===== src/rtl/acc_bank.sv =====
// rtl/acc_bank.sv - bank of accumulators with an ALU, shift-add multiplier and result handshake
module acc_bank #(
    parameter  int WIDTH = 8,
    parameter  int NREGS = 4,
    localparam int SW    = $clog2(NREGS)
) (
    input  logic             clk,
    input  logic             rst_n,
    input  logic             op_valid,
    output logic             op_ready,
    input  logic [2:0]       op_code,
    input  logic [SW-1:0]    op_sel,
    input  logic [WIDTH-1:0] op_data,
    output logic             res_valid,
    input  logic             res_ready,
    output logic [WIDTH-1:0] res_data,
    output logic [2:0]       res_flags,
    input  logic [SW-1:0]    rd_sel,
    output logic [WIDTH-1:0] rd_data
);
    localparam logic [2:0] OP_ADD   = 3'b000;
    localparam logic [2:0] OP_MUL   = 3'b001;
    localparam logic [2:0] OP_AND   = 3'b010;
    localparam logic [2:0] OP_OR    = 3'b011;
    localparam logic [2:0] OP_NOT   = 3'b100;
    localparam logic [2:0] OP_LOAD  = 3'b101;
    localparam logic [2:0] OP_READ  = 3'b110;
    localparam logic [2:0] OP_CLEAR = 3'b111;
    localparam int CW = $clog2(WIDTH + 1);

    typedef enum logic [1:0] {S_IDLE, S_MUL, S_RESP} state_t;

    state_t             state;
    logic [WIDTH-1:0]   acc [NREGS];
    logic [SW-1:0]      sel_q;
    logic [WIDTH-1:0]   mplr;
    logic [WIDTH-1:0]   mcand;
    logic [2*WIDTH-1:0] prod;
    logic [CW-1:0]      cnt;

    logic               accept;
    logic [WIDTH-1:0]   cur;
    logic [WIDTH:0]     sum;
    logic [WIDTH-1:0]   alu_res;
    logic               alu_carry;
    logic               alu_wr;
    logic [2*WIDTH-1:0] addend;
    logic [2*WIDTH-1:0] prod_next;

    assign accept  = op_valid && op_ready;
    assign cur     = acc[op_sel];
    assign sum     = {1'b0, cur} + {1'b0, op_data};
    assign rd_data = acc[rd_sel];

    always_comb begin
        alu_res   = cur;
        alu_carry = 1'b0;
        alu_wr    = 1'b1;
        case (op_code)
            OP_ADD:   begin alu_res = sum[WIDTH-1:0]; alu_carry = sum[WIDTH]; end
            OP_AND:   alu_res = cur & op_data;
            OP_OR:    alu_res = cur | op_data;
            OP_NOT:   alu_res = ~cur;
            OP_LOAD:  alu_res = op_data;
            OP_CLEAR: alu_res = '0;
            default:  alu_wr  = 1'b0;
        endcase
    end

    // One partial product per cycle: multiplicand shifted by the step index.
    assign addend    = mplr[0] ? ({{WIDTH{1'b0}}, mcand} << cnt) : '0;
    assign prod_next = prod + addend;

    always_ff @(posedge clk or negedge rst_n) begin
        if (!rst_n) begin
            state     <= S_IDLE;
            op_ready  <= 1'b0;
            res_valid <= 1'b0;
            res_data  <= '0;
            res_flags <= '0;
            sel_q     <= '0;
            mplr      <= '0;
            mcand     <= '0;
            prod      <= '0;
            cnt       <= '0;
            for (int i = 0; i < NREGS; i++) acc[i] <= '0;
        end else begin
            case (state)
                S_IDLE: begin
                    op_ready <= 1'b1;
                    if (accept) begin
                        op_ready <= 1'b0;
                        sel_q    <= op_sel;
                        mplr     <= op_data;
                        mcand    <= cur;
                        if (op_code == OP_MUL) begin
                            prod  <= '0;
                            cnt   <= '0;
                            state <= S_MUL;
                        end else begin
                            if (alu_wr) acc[op_sel] <= alu_res;
                            res_valid <= 1'b1;
                            res_data  <= alu_res;
                            res_flags <= {alu_carry, 1'b0, alu_res == '0};
                            state     <= S_RESP;
                        end
                    end
                end
                S_MUL: begin
                    prod <= prod_next;
                    mplr <= mplr >> 1;
                    cnt  <= cnt + 1'b1;
                    // Last step folds straight into the write so latency is WIDTH+1.
                    if (cnt == CW'(WIDTH - 1)) begin
                        acc[sel_q] <= prod_next[WIDTH-1:0];
                        res_valid  <= 1'b1;
                        res_data   <= prod_next[WIDTH-1:0];
                        res_flags  <= {1'b0, |prod_next[2*WIDTH-1:WIDTH],
                                       prod_next[WIDTH-1:0] == '0};
                        state      <= S_RESP;
                    end
                end
                S_RESP: begin
                    if (res_ready) begin
                        res_valid <= 1'b0;
                        op_ready  <= 1'b1;
                        state     <= S_IDLE;
                    end
                end
                default: state <= S_IDLE;
            endcase
        end
    end
endmodule

===== config.mk =====
export PLATFORM = sky130hd
export DESIGN_NAME = acc_bank
export DESIGN_NICKNAME = d
export VERILOG_FILES = /design/src/rtl/acc_bank.sv
export SDC_FILE = /design/constraint.sdc
export NUM_CORES = 1
export LEC_CHECK = 0
export ABC_AREA = 1
export CAP_MARGIN = 25
export CORE_MARGIN = 10
export CORE_UTILIZATION = 45
export DETAILED_ROUTE_END_ITERATION = 7
export PLACE_DENSITY = 0.61
export RECOVER_POWER = 25
export SLEW_MARGIN = 10
export SYNTH_ARGS = -nofsm -noshare
export SYNTH_HDL_FRONTEND = slang
export SYNTH_SLANG_ARGS = --single-unit

===== constraint.sdc =====
create_clock -name clk -period 8.3 [get_ports clk]
set_input_delay 2.075 -clock clk [delete_from_list [all_inputs] [get_ports clk]]
set_output_delay 2.075 -clock clk [all_outputs]
set_load 0.02 [all_outputs]

Yosys cells after proc, flatten, opt, wreduce, memory -nomap -nowiden --
Index checks and enable logic that the tools add are counted.
Storage, ports and cells: output and inout port bits 21, bits of input ports 19, register bits 85, word-level logic and storage cells 114
Operators by class: reductions and logical operators 20, bitwise gates (word level) 6, shifts and indexed selects 1, add/subtract/negate cells 3, mux-type cells 50, magnitude comparators 5, equality and inequality tests 15
Operators by type and width (count):
- two-way mux 32 bit | 4
- two-way mux 8 bit | 10
- bitwise mux 32 bit | 2
- case mux 32 bit (2 select lines) | 1
- two-way mux 16 bit | 3
- case mux 8 bit (6 select lines) | 1
- binary-select mux 8 bit (select 2 bit) | 2
- demux 8 bit (select 2 bit) | 2
- case mux 16 bit (2 select lines) | 1
- case mux 8 bit (2 select lines) | 2
- adder 16 bit | 1
- logical NOT 8 bit | 2
- << shifter 8 x 4 -> 16 bit | 1
- inequality test 2 bit (second input constant) | 6
- AND reduction 5 bit | 2
- adder 8 x 8 -> 9 bit | 1
- equality test 3 bit (second input constant) | 3
- >= comparator 3 bit (second input constant) | 3
- two-way mux 3 bit | 3
- inverter 2 -> 3 bit | 3
- AND 8 bit | 1
- two-way mux 1 bit | 8
- two-way mux 2 bit | 4
- two-way mux 4 bit | 2
- 24 further kinds | 32

Longest topological paths before layout --
Gate-level depths: netlist of run 1.
depth after elaboration 11, mapped depth 23, gate-level depth less buffers 22

Worst setup path after synthesis of run 1 --
OpenSTA, ideal clock, no wires.
path type in2out, start point input port rd_sel[1], end point output port rd_data[1], buffers on the path 1, setup slack 3375 ps, data arrival time 2850 ps, stages on the path 4, required time 6225 ps, cell sequence inv_1 -> clkbuf_1 -> o21ai_0 -> o22ai_1
Between the ends: word-level cells in the longest chain between the ends 4
Ends and longest elaborated chain:
- start: declaration | line 18 | input logic [SW-1:0] rd_sel,
- inverter 2 -> 3 bit (not written as such) | line 53 | assign rd_data = acc[rd_sel];
- binary-select mux 8 bit (select 2 bit) | line 53
- two-way mux 8 bit (not written as such) (2 in series) | line 53
- end: declaration | line 19 | output logic [WIDTH-1:0] rd_data
No other way between the ends. The select of a mux whose other input is x is not followed.

Worst setup path after layout of run 1 --
start point input port rd_sel[0], end point output port rd_data[0]
Same word-level chain as after synthesis.

==> run metrics, run 1 <==
Post-CTS Resized=0; Max Clock Freq=156 MHz; leak pwr=3.84 nW; number of synthesized flops with an enable pin=0; count leader, synth=nand2_1; library cells used by synthesis=49; largest net degree at the start of global routing=61; outcome=complete, but fails checks; Buffers on Ports=39; Synth Flop Type=dfrtp_1; vias in the first global route=6417; MaxCap Viol Count=1; Worst EP required=6230 ps; Num CTS Buffers=9; crit path launch type=input port; Die ar.=0.0204 mm²; worst slew pin tran=3330 ps; area grow syn2layout=11.2%; final design area excluding fillers=0.00754 mm²; failing checks=capacitance limit, slew limit; fill count=1523; top cells by area, synth=dfrtp_1 31%, nand2_1 17%, inv_1 6.5%; Final Wtd Congestion=0.950; Mapped Nets=1070; period utilization=0.772; initial antenna violation count=0; share of the yosys chip area belonging to registers=0.314; DRT iter0 DRCs=495; # H-tree levels=3; DR vias/cell=5.44; clock transition at the registers of the reported paths=70 ps; Power Density=327 mW/mm²; FP Rows=44; fin crit period=6400 ps; Yosys top cell by area=dfrtp_1; Overall Global Routing Usage=0.207; synth warn=0; Register Area=0.00213 mm²; post-place instance area=0.00724 mm²; final setup vio count=0; Multi-input gate area=0.00398 mm²; CP arrival=4330 ps; Setup CP Type=input port to primary output; die width=143 µm; worst-case clock skew=12.3 ps; Syn Std Cell Area=0.00678 mm²; Mean Syn Cell Area=6.67 µm²; I/O pins=40; ant diodes=0; proportion of layout cells with a drive suffix above 1=0.0633; CP endpoint kind=primary output; Post-Route WL=20700 µm; top cells by count, synth=299 x nand2_1, 118 x inv_1, 107 x nor2_1; drt first pass iters=5; maximum VDD drop=0.148 mV; Final Max Slew Viols=61; Yosys top cell area share=0.314; #FFs+latches synth=85; initial core utilization=0.463; routed len/inst=16.8 µm; cell count after synthesis=1016; Clock Latency Late Sink=360 ps; Fin Setup TNS=0 ps; global-route wire length before repair=33600 µm; final antenna-violating net count=0; clock buffer depth=2; GRT overflow=0; Sink Count=85; HPWL after detailed placement=15900 µm; Crit Path Max Fanout=21; RSZ-0062 raised after global routing=false; drt drc=0; R2R Setup Slk=4860 ps; final net count=1092; Fin. Hold Viols=0; CTS tree=yes; Worst slew margin=-1.22; Synth async-reset ratio=1.00; Root Driver=clkbuf_16; Worst Hold Class=flop to flop; Core Region=0.0146 mm²; Setup Buffers After CTS=0; via count=6675; die span in y=143 µm; Hold Buf Count CTS=0
per-stage QoR:
stage / utilization / std cells / hold slack, ps / worst slack [ps] / total power [W]
finish: 0.515 / 1227 / 486 / 1900 / 0.00247
global placement: 0.494 / 1211 / 467 / 1960 / 0.00203
global route: 0.515 / 1227 / 521 / 1490 / 0.00267
detailed placement: 0.494 / 1211 / 472 / 1960 / 0.00204
floorplan: - / 1016 / 448 / 3380 / 0.00164
CTS: 0.515 / 1227 / 491 / 1940 / 0.00247
routing by layer:
layer	global-route usage	part of all wire	up-vias	wire length (µm)
li1	-	-	3363	-
met1	0.278	0.48	3118	9820
met2	0.335	0.46	159	9590
met3	0.0295	0.037	35	762
met4	0.0717	0.024	0	492
met5	0	0	-	0
final cells by class:
type                    count  area share
clock inverters             7      0.0110
multi-input cells         770       0.528
flip-flops and latches     85       0.282
well taps                 184      0.0305
inverters                 132      0.0669
clock buffers               9      0.0299
repair buffers             40      0.0514
logic make-up after synthesis:
group / after synthesis / synth area share
xor+xnor: 6 / 0.00775
flops: 85 / 0.314
fa+ha+maj: 35 / 0.0668
compound gates: 197 / 0.178
simple gates: 532 / 0.335
buf+inv: 161 / 0.0987
critical path, cell delays in order:
cell	delay, ps
clkdlybuf4s50_1	740
inv_1	390
o21ai_0	280
a21oi_1	70
a21oi_1	140
clkdlybuf4s50_1	620
power breakdown:
group,total [W],switching (W),internal (W)
registers,0.000754,0.000155,0.000599
clock network,0.000427,0.000189,0.000238
logic,0.00129,0.000835,0.000453
total,0.00247,0.00118,0.00129
placed cells by master (no fill, tap or decap), types with 3 or more instances in the layout:
cell type        count
nand2_1            299
inv_1              118
nor2_1             107
dfrtp_1             85
nand3_1             75
o21ai_0             67
a21oi_1             57
clkdlybuf4s50_1     38
ha_1                33
nand4_1             15
a22oi_1             14
a2bb2oi_1           11
nand2_2              9
nor3_1               9
o211ai_1             9
clkbuf_16            9
inv_2                8
o21ai_1              8
a21oi_2              5
o22ai_1              5
nor2_2               4
a22oi_2              4
inv_4                3
nand2_4              3
nand3_2              3
o21ai_2              3
xnor2_1              3
xor2_1               3
a22o_1               3
registers in the layout, indices dropped and copies added, names as in the netlist:
name / cells
acc: 32
cnt: 4
mcand: 8
mplr: 8
op_ready: 1
prod: 16
res_data: 8
res_flags: 3
res_valid: 1
sel_q: 2
state: 2
final timing paths:
check,startpoint,endpoint,depth (start not counted)
max,rd_sel[0],rd_data[0],6
min,res_data[5],res_data[5],2
max reg2reg,cnt[0],acc[15],17
min reg2reg,res_data[5],res_data[5],2
max in group asynchronous,rst_n,acc[12],2
min in group asynchronous,rst_n,res_valid,1
Note: power is estimated with default switching activity, not from simulation.
==> run 2, diff against run 1 <==
- clock period: 8.3 -> 5.95 ns (I/O delays scaled with it)
==> run 2 against run 1 <==
Global-route usage grew 0.11 points. The run still ends with capacitance limit, slew limit left. Worst hold slack gained 2.8 ps. Count of clock-buffer cells in the layout is the same. Wire length is essentially flat. Critical path type unchanged. Non-clock buffer count grew 4.
==> run metrics, run 2 (synthesis gave the netlist of run 1 again) <==
worst-case clock skew=11.4 ps; Core Region=0.0146 mm²; maximum VDD drop=0.171 mV; RSZ-0062 raised after global routing=false; Net Switching=0.00167 W; Clock Latency Late Sink=360 ps; Final Wtd Congestion=0.935; Setup CP Type=input port to primary output; Setup Buffers After CTS=0; Die ar.=0.0204 mm²; MaxCap Viol Count=1; Final Max Slew Viols=60; commonest non-fill, non-tap cells in the layout=299 x nand2_1, 118 x inv_1, 107 x nor2_1, 85 x dfrtp_1, 75 x nand3_1; Post-CTS Resized=0; dpl ws=1010 ps; final setup margin=973 ps; clock buffer depth=2; Root Driver=clkbuf_16; Post-Route WL=20700 µm; Largest Register=acc; I/O pins=40; die span in y=143 µm; outcome=complete, but fails checks; Combinational Power Share=0.526; largest net degree at the start of global routing=60; final net count=1096; FP Rows=44; GRT overflow=0; initial antenna violation count=0; CP endpoint kind=primary output; CP arrival=3490 ps; drt first pass iters=5; Buffers on Ports=39; Worst EP required=4460 ps; Num CTS Buffers=9; # H-tree levels=3; HPWL after detailed placement=16100 µm; DR vias/cell=5.44; via count=6693; Worst slew margin=-0.0304; internal power=0.00177 W; sequential share of power=0.308; fill count=1541; Fin Setup TNS=0 ps; die width=143 µm; Sw Ratio=0.485; vias in the first global route=6418; Sink Count=85; clock power share=0.166; CTS tree=yes; leak pwr=3.85 nW; final design area excluding fillers=0.00756 mm²; initial core utilization=0.463; failing checks=capacitance limit, slew limit; post-place instance area=0.00727 mm²; DRT iter0 DRCs=567; final antenna-violating net count=0; clock transition at the registers of the reported paths=70 ps; drt drc=0; crit path launch type=input port; largest registers=acc (32), prod (16); Power Density=454 mW/mm²; Crit Path Max Fanout=21; proportion of layout cells with a drive suffix above 1=0.0678; area grow syn2layout=11.4%; final setup vio count=0; most common cell after layout, fill and taps aside=nand2_1; Overall Global Routing Usage=0.209; period utilization=0.836; worst slew pin tran=1550 ps; max FFs per register=32; routed len/inst=16.8 µm; Hold Buf Count CTS=0; Worst Hold Class=flop to flop; fin crit period=4980 ps; Max Clock Freq=201 MHz; ant diodes=0; Fin. Hold Viols=0; R2R Setup Slk=2490 ps; global-route wire length before repair=33900 µm
run 2: final timing paths:
check                            start          end  cells past startpoint
max reg2reg                     cnt[0]      acc[31]                     17
min reg2reg                res_data[5]  res_data[5]                      2
max in group asynchronous        rst_n     sel_q[0]                      2
max                          rd_sel[0]   rd_data[7]                      7
min in group asynchronous        rst_n    res_valid                      1
min                        res_data[5]  res_data[5]                      2
run 2: layout make-up:
class	instances	area [µm²]	share of cell area
multi-input combinational	770	3980	0.527
sequential	85	2130	0.282
inverter	132	504	0.0667
timing repair buffer	44	419	0.0555
tap	184	230	0.0305
clock buffer	9	225	0.0298
clock inverter	7	66.3	0.00878
run 2: routing by layer:
metal,share of wire,global-route usage,vias to the layer above,wire length (µm)
met2,0.45,0.330,177,9390
li1,-,-,3371,-
met3,0.038,0.0312,41,784
met5,0,0,-,0
met4,0.029,0.0798,0,594
met1,0.48,0.281,3104,9910
run 2: power by group through the flow:
stage                     combinational [W]  sequential (W)  clock (W)
after global placement              0.00179         0.00106          0
after CTS                           0.00181         0.00105   0.000575
after detailed placement            0.00180         0.00106          0
after global routing                0.00203         0.00109   0.000601
final                               0.00181         0.00106   0.000569
after floorplan                     0.00126         0.00102          0
run 2: worst max-delay path, cell delays in order:
cell             delay (ps)
clkdlybuf4s50_1         450
buf_4                   180
inv_1                   270
o21ai_0                 250
a21oi_1                  60
a21oi_1                 150
clkdlybuf4s50_1         630
run 2: per-stage QoR:
| stage | hold slack (ps) | instances | total power (W) | utilization |
|---|---|---|---|---|
| after floorplan | 448 | 1016 | 0.00228 | - |
| after global placement | 465 | 1215 | 0.00286 | 0.496 |
| after detailed placement | 469 | 1215 | 0.00285 | 0.496 |
| after CTS | 489 | 1231 | 0.00344 | 0.516 |
| after global routing | 519 | 1231 | 0.00373 | 0.516 |
| final | 489 | 1231 | 0.00343 | 0.516 |
==> run 3, diff against run 2 <==
- PLACE_DENSITY: 0.61 -> 0.63
- clock period: 5.95 -> 4.3 ns (I/O delays scaled with it)
==> run 3 against run 2 <==
The flow still finishes with violations (capacitance limit, slew limit). Clock power is 37% higher. Critical path depth is 1 lower. Global-route usage is 0.63 points higher. Sequential cell count stayed put. Non-clock buffer count is 9 higher. Count of clock-buffer cells in the layout stayed put. Clock skew is 1.3 ps higher. Final cell count is 0.73% higher. Largest cell class unchanged. Largest power group unchanged. Highest routed layer unchanged.
==> run metrics, run 3 (synthesis gave the netlist of run 1 again) <==
ant diodes=0; Sink Count=85; HPWL after detailed placement=16700 µm; leak pwr=3.91 nW; routed len/inst=17.6 µm; Worst Hold Class=flop to flop; clock buffer depth=2; DR vias/cell=5.56; FP Rows=44; r2r startpoint=cnt[0]; Worst EP required=3220 ps; final antenna-violating net count=0; Final Wtd Congestion=0.990; Clock Latency Late Sink=360 ps; CP endpoint kind=primary output; outcome=complete, but fails checks; Combinational Power Share=0.532; commonest non-fill, non-tap cells in the layout=299 x nand2_1, 118 x inv_1, 107 x nor2_1, 85 x dfrtp_1, 75 x nand3_1; Max Clock Freq=246 MHz; R2R Setup Slk=1040 ps; vias in the first global route=6341; proportion of layout cells with a drive suffix above 1=0.0758; # H-tree levels=3; Core Region=0.0146 mm²; maximum VDD drop=0.277 mV; total power=0.00479 W; Crit Path Max Fanout=17; Overall Global Routing Usage=0.215; drt first pass iters=5; Reg2Reg Capture Point=acc[22]; worst slew pin tran=2920 ps; DRT iter0 DRCs=665; r2r worst-path depth=15; RSZ-0062 raised after global routing=false; CTS tree=yes; area grow syn2layout=12.5%; via count=6889; most common cell after layout, fill and taps aside=nand2_1; largest net degree at the start of global routing=51; I/O pins=40; final net count=1105; final setup vio count=0; failing checks=capacitance limit, slew limit; max FFs per register=32; placed cells=1224; period utilization=0.947; worst-case clock skew=12.7 ps; Largest Register=acc; Num CTS Buffers=9; Die ar.=0.0204 mm²; Final Max Slew Viols=51; MaxCap Viol Count=1; Buffers on Ports=39; Setup CP Type=input port to primary output; Hold Buf Count CTS=0; CP arrival=3000 ps; internal power=0.00246 W; GRT overflow=0; die span in y=143 µm; fin crit period=4070 ps; Net Switching=0.00233 W; die width=143 µm; Setup Buffers After CTS=0; sequential share of power=0.305; Fin. Hold Viols=0; clock transition at the registers of the reported paths=80 ps; largest registers=acc (32), prod (16); global-route wire length before repair=34700 µm; initial antenna violation count=0; critical path endpoint=rd_data[6]; CP startpoint=rd_sel[0]; crit path launch type=input port; initial core utilization=0.463; Post-Route WL=21800 µm; clock power share=0.163; Root Driver=clkbuf_16; Sw Ratio=0.486; Worst slew margin=-0.944; Power Density=627 mW/mm²; start point of the worst hold path=res_data[3]; drt drc=0; Non-Filler Instances=1240
==> run 3: cell types whose count changed in the layout (fill, tap and decap cells not counted), sizes merged <==
cell           delta
clkinv            +2
buf              +10
dlymetal6s2s      +1
inv               -2
clkdlybuf4s50     -1
clkbuf            -1
==> run 3: per-stage QoR <==
step                       util  worst slack (ps)  instance area [µm²]  setup TNS [ps]  hold WS [ps]
final                     0.521               230                 7630               0           484
after global routing      0.521               111                 7630               0           503
after CTS                 0.521               243                 7630               0           489
after detailed placement  0.501             -77.6                 7340           -77.6           470
after global placement    0.501             -82.0                 7340           -95.4           470
after floorplan               -              1170                 6780               0           448
==> run 3: final cells by class <==
class / count / area [µm²]
Sequential cell: 85 / 2130
Timing Repair Buffer: 53 / 492
Tap cell: 184 / 230
Multi-Input combinational cell: 770 / 3980
Inverter: 132 / 504
Fill cell: 1487 / 7010
Clock buffer: 9 / 225
Clock inverter: 7 / 68.8
==> run 3: timing repair <==
| action | CTS | global route |
|---|---|---|
| endpoints found under the hold margin | 0 | 0 |
| setup endpoints to repair | 0 | 1 |
| resized for setup | 0 | 1 |
==> run 3: worst max-delay path: stages <==
cell	delay (ps)
clkdlybuf4s50_1	430
inv_1	390
buf_4	230
o21ai_0	80
o22ai_1	160
clkdlybuf4s50_1	640
==> run 3: routing by layer <==
layer	global-route usage	wire, µm	vias up
li1	-	-	3395
met1	0.291	9970	3211
met2	0.345	10100	249
met3	0.0315	1180	34
met4	0.0673	499	0
met5	0	0	-
==> run 3: how the worst min path moves through the flow <==
stage	to	slack (ps)	depth (start not counted)
floorplan	prod[2]	450	2
global placement	res_flags[1]	470	2
detailed placement	res_data[4]	470	2
CTS	res_data[4]	490	2
global route	res_flags[1]	500	2
finish	res_data[3]	480	2
==> run 3: power groups by stage <==
| stage | clock network [W] | registers (W) | logic (W) |
|---|---|---|---|
| 2_1_floorplan | 0 | 0.00141 | 0.00175 |
| 3_3_place_gp | 0 | 0.00146 | 0.00253 |
| 3_5_place_dp | 0 | 0.00146 | 0.00252 |
| 5_1_grt | 0.000821 | 0.00150 | 0.00284 |
| 4_1_cts | 0.000789 | 0.00145 | 0.00254 |
| 6_report | 0.000779 | 0.00146 | 0.00255 |
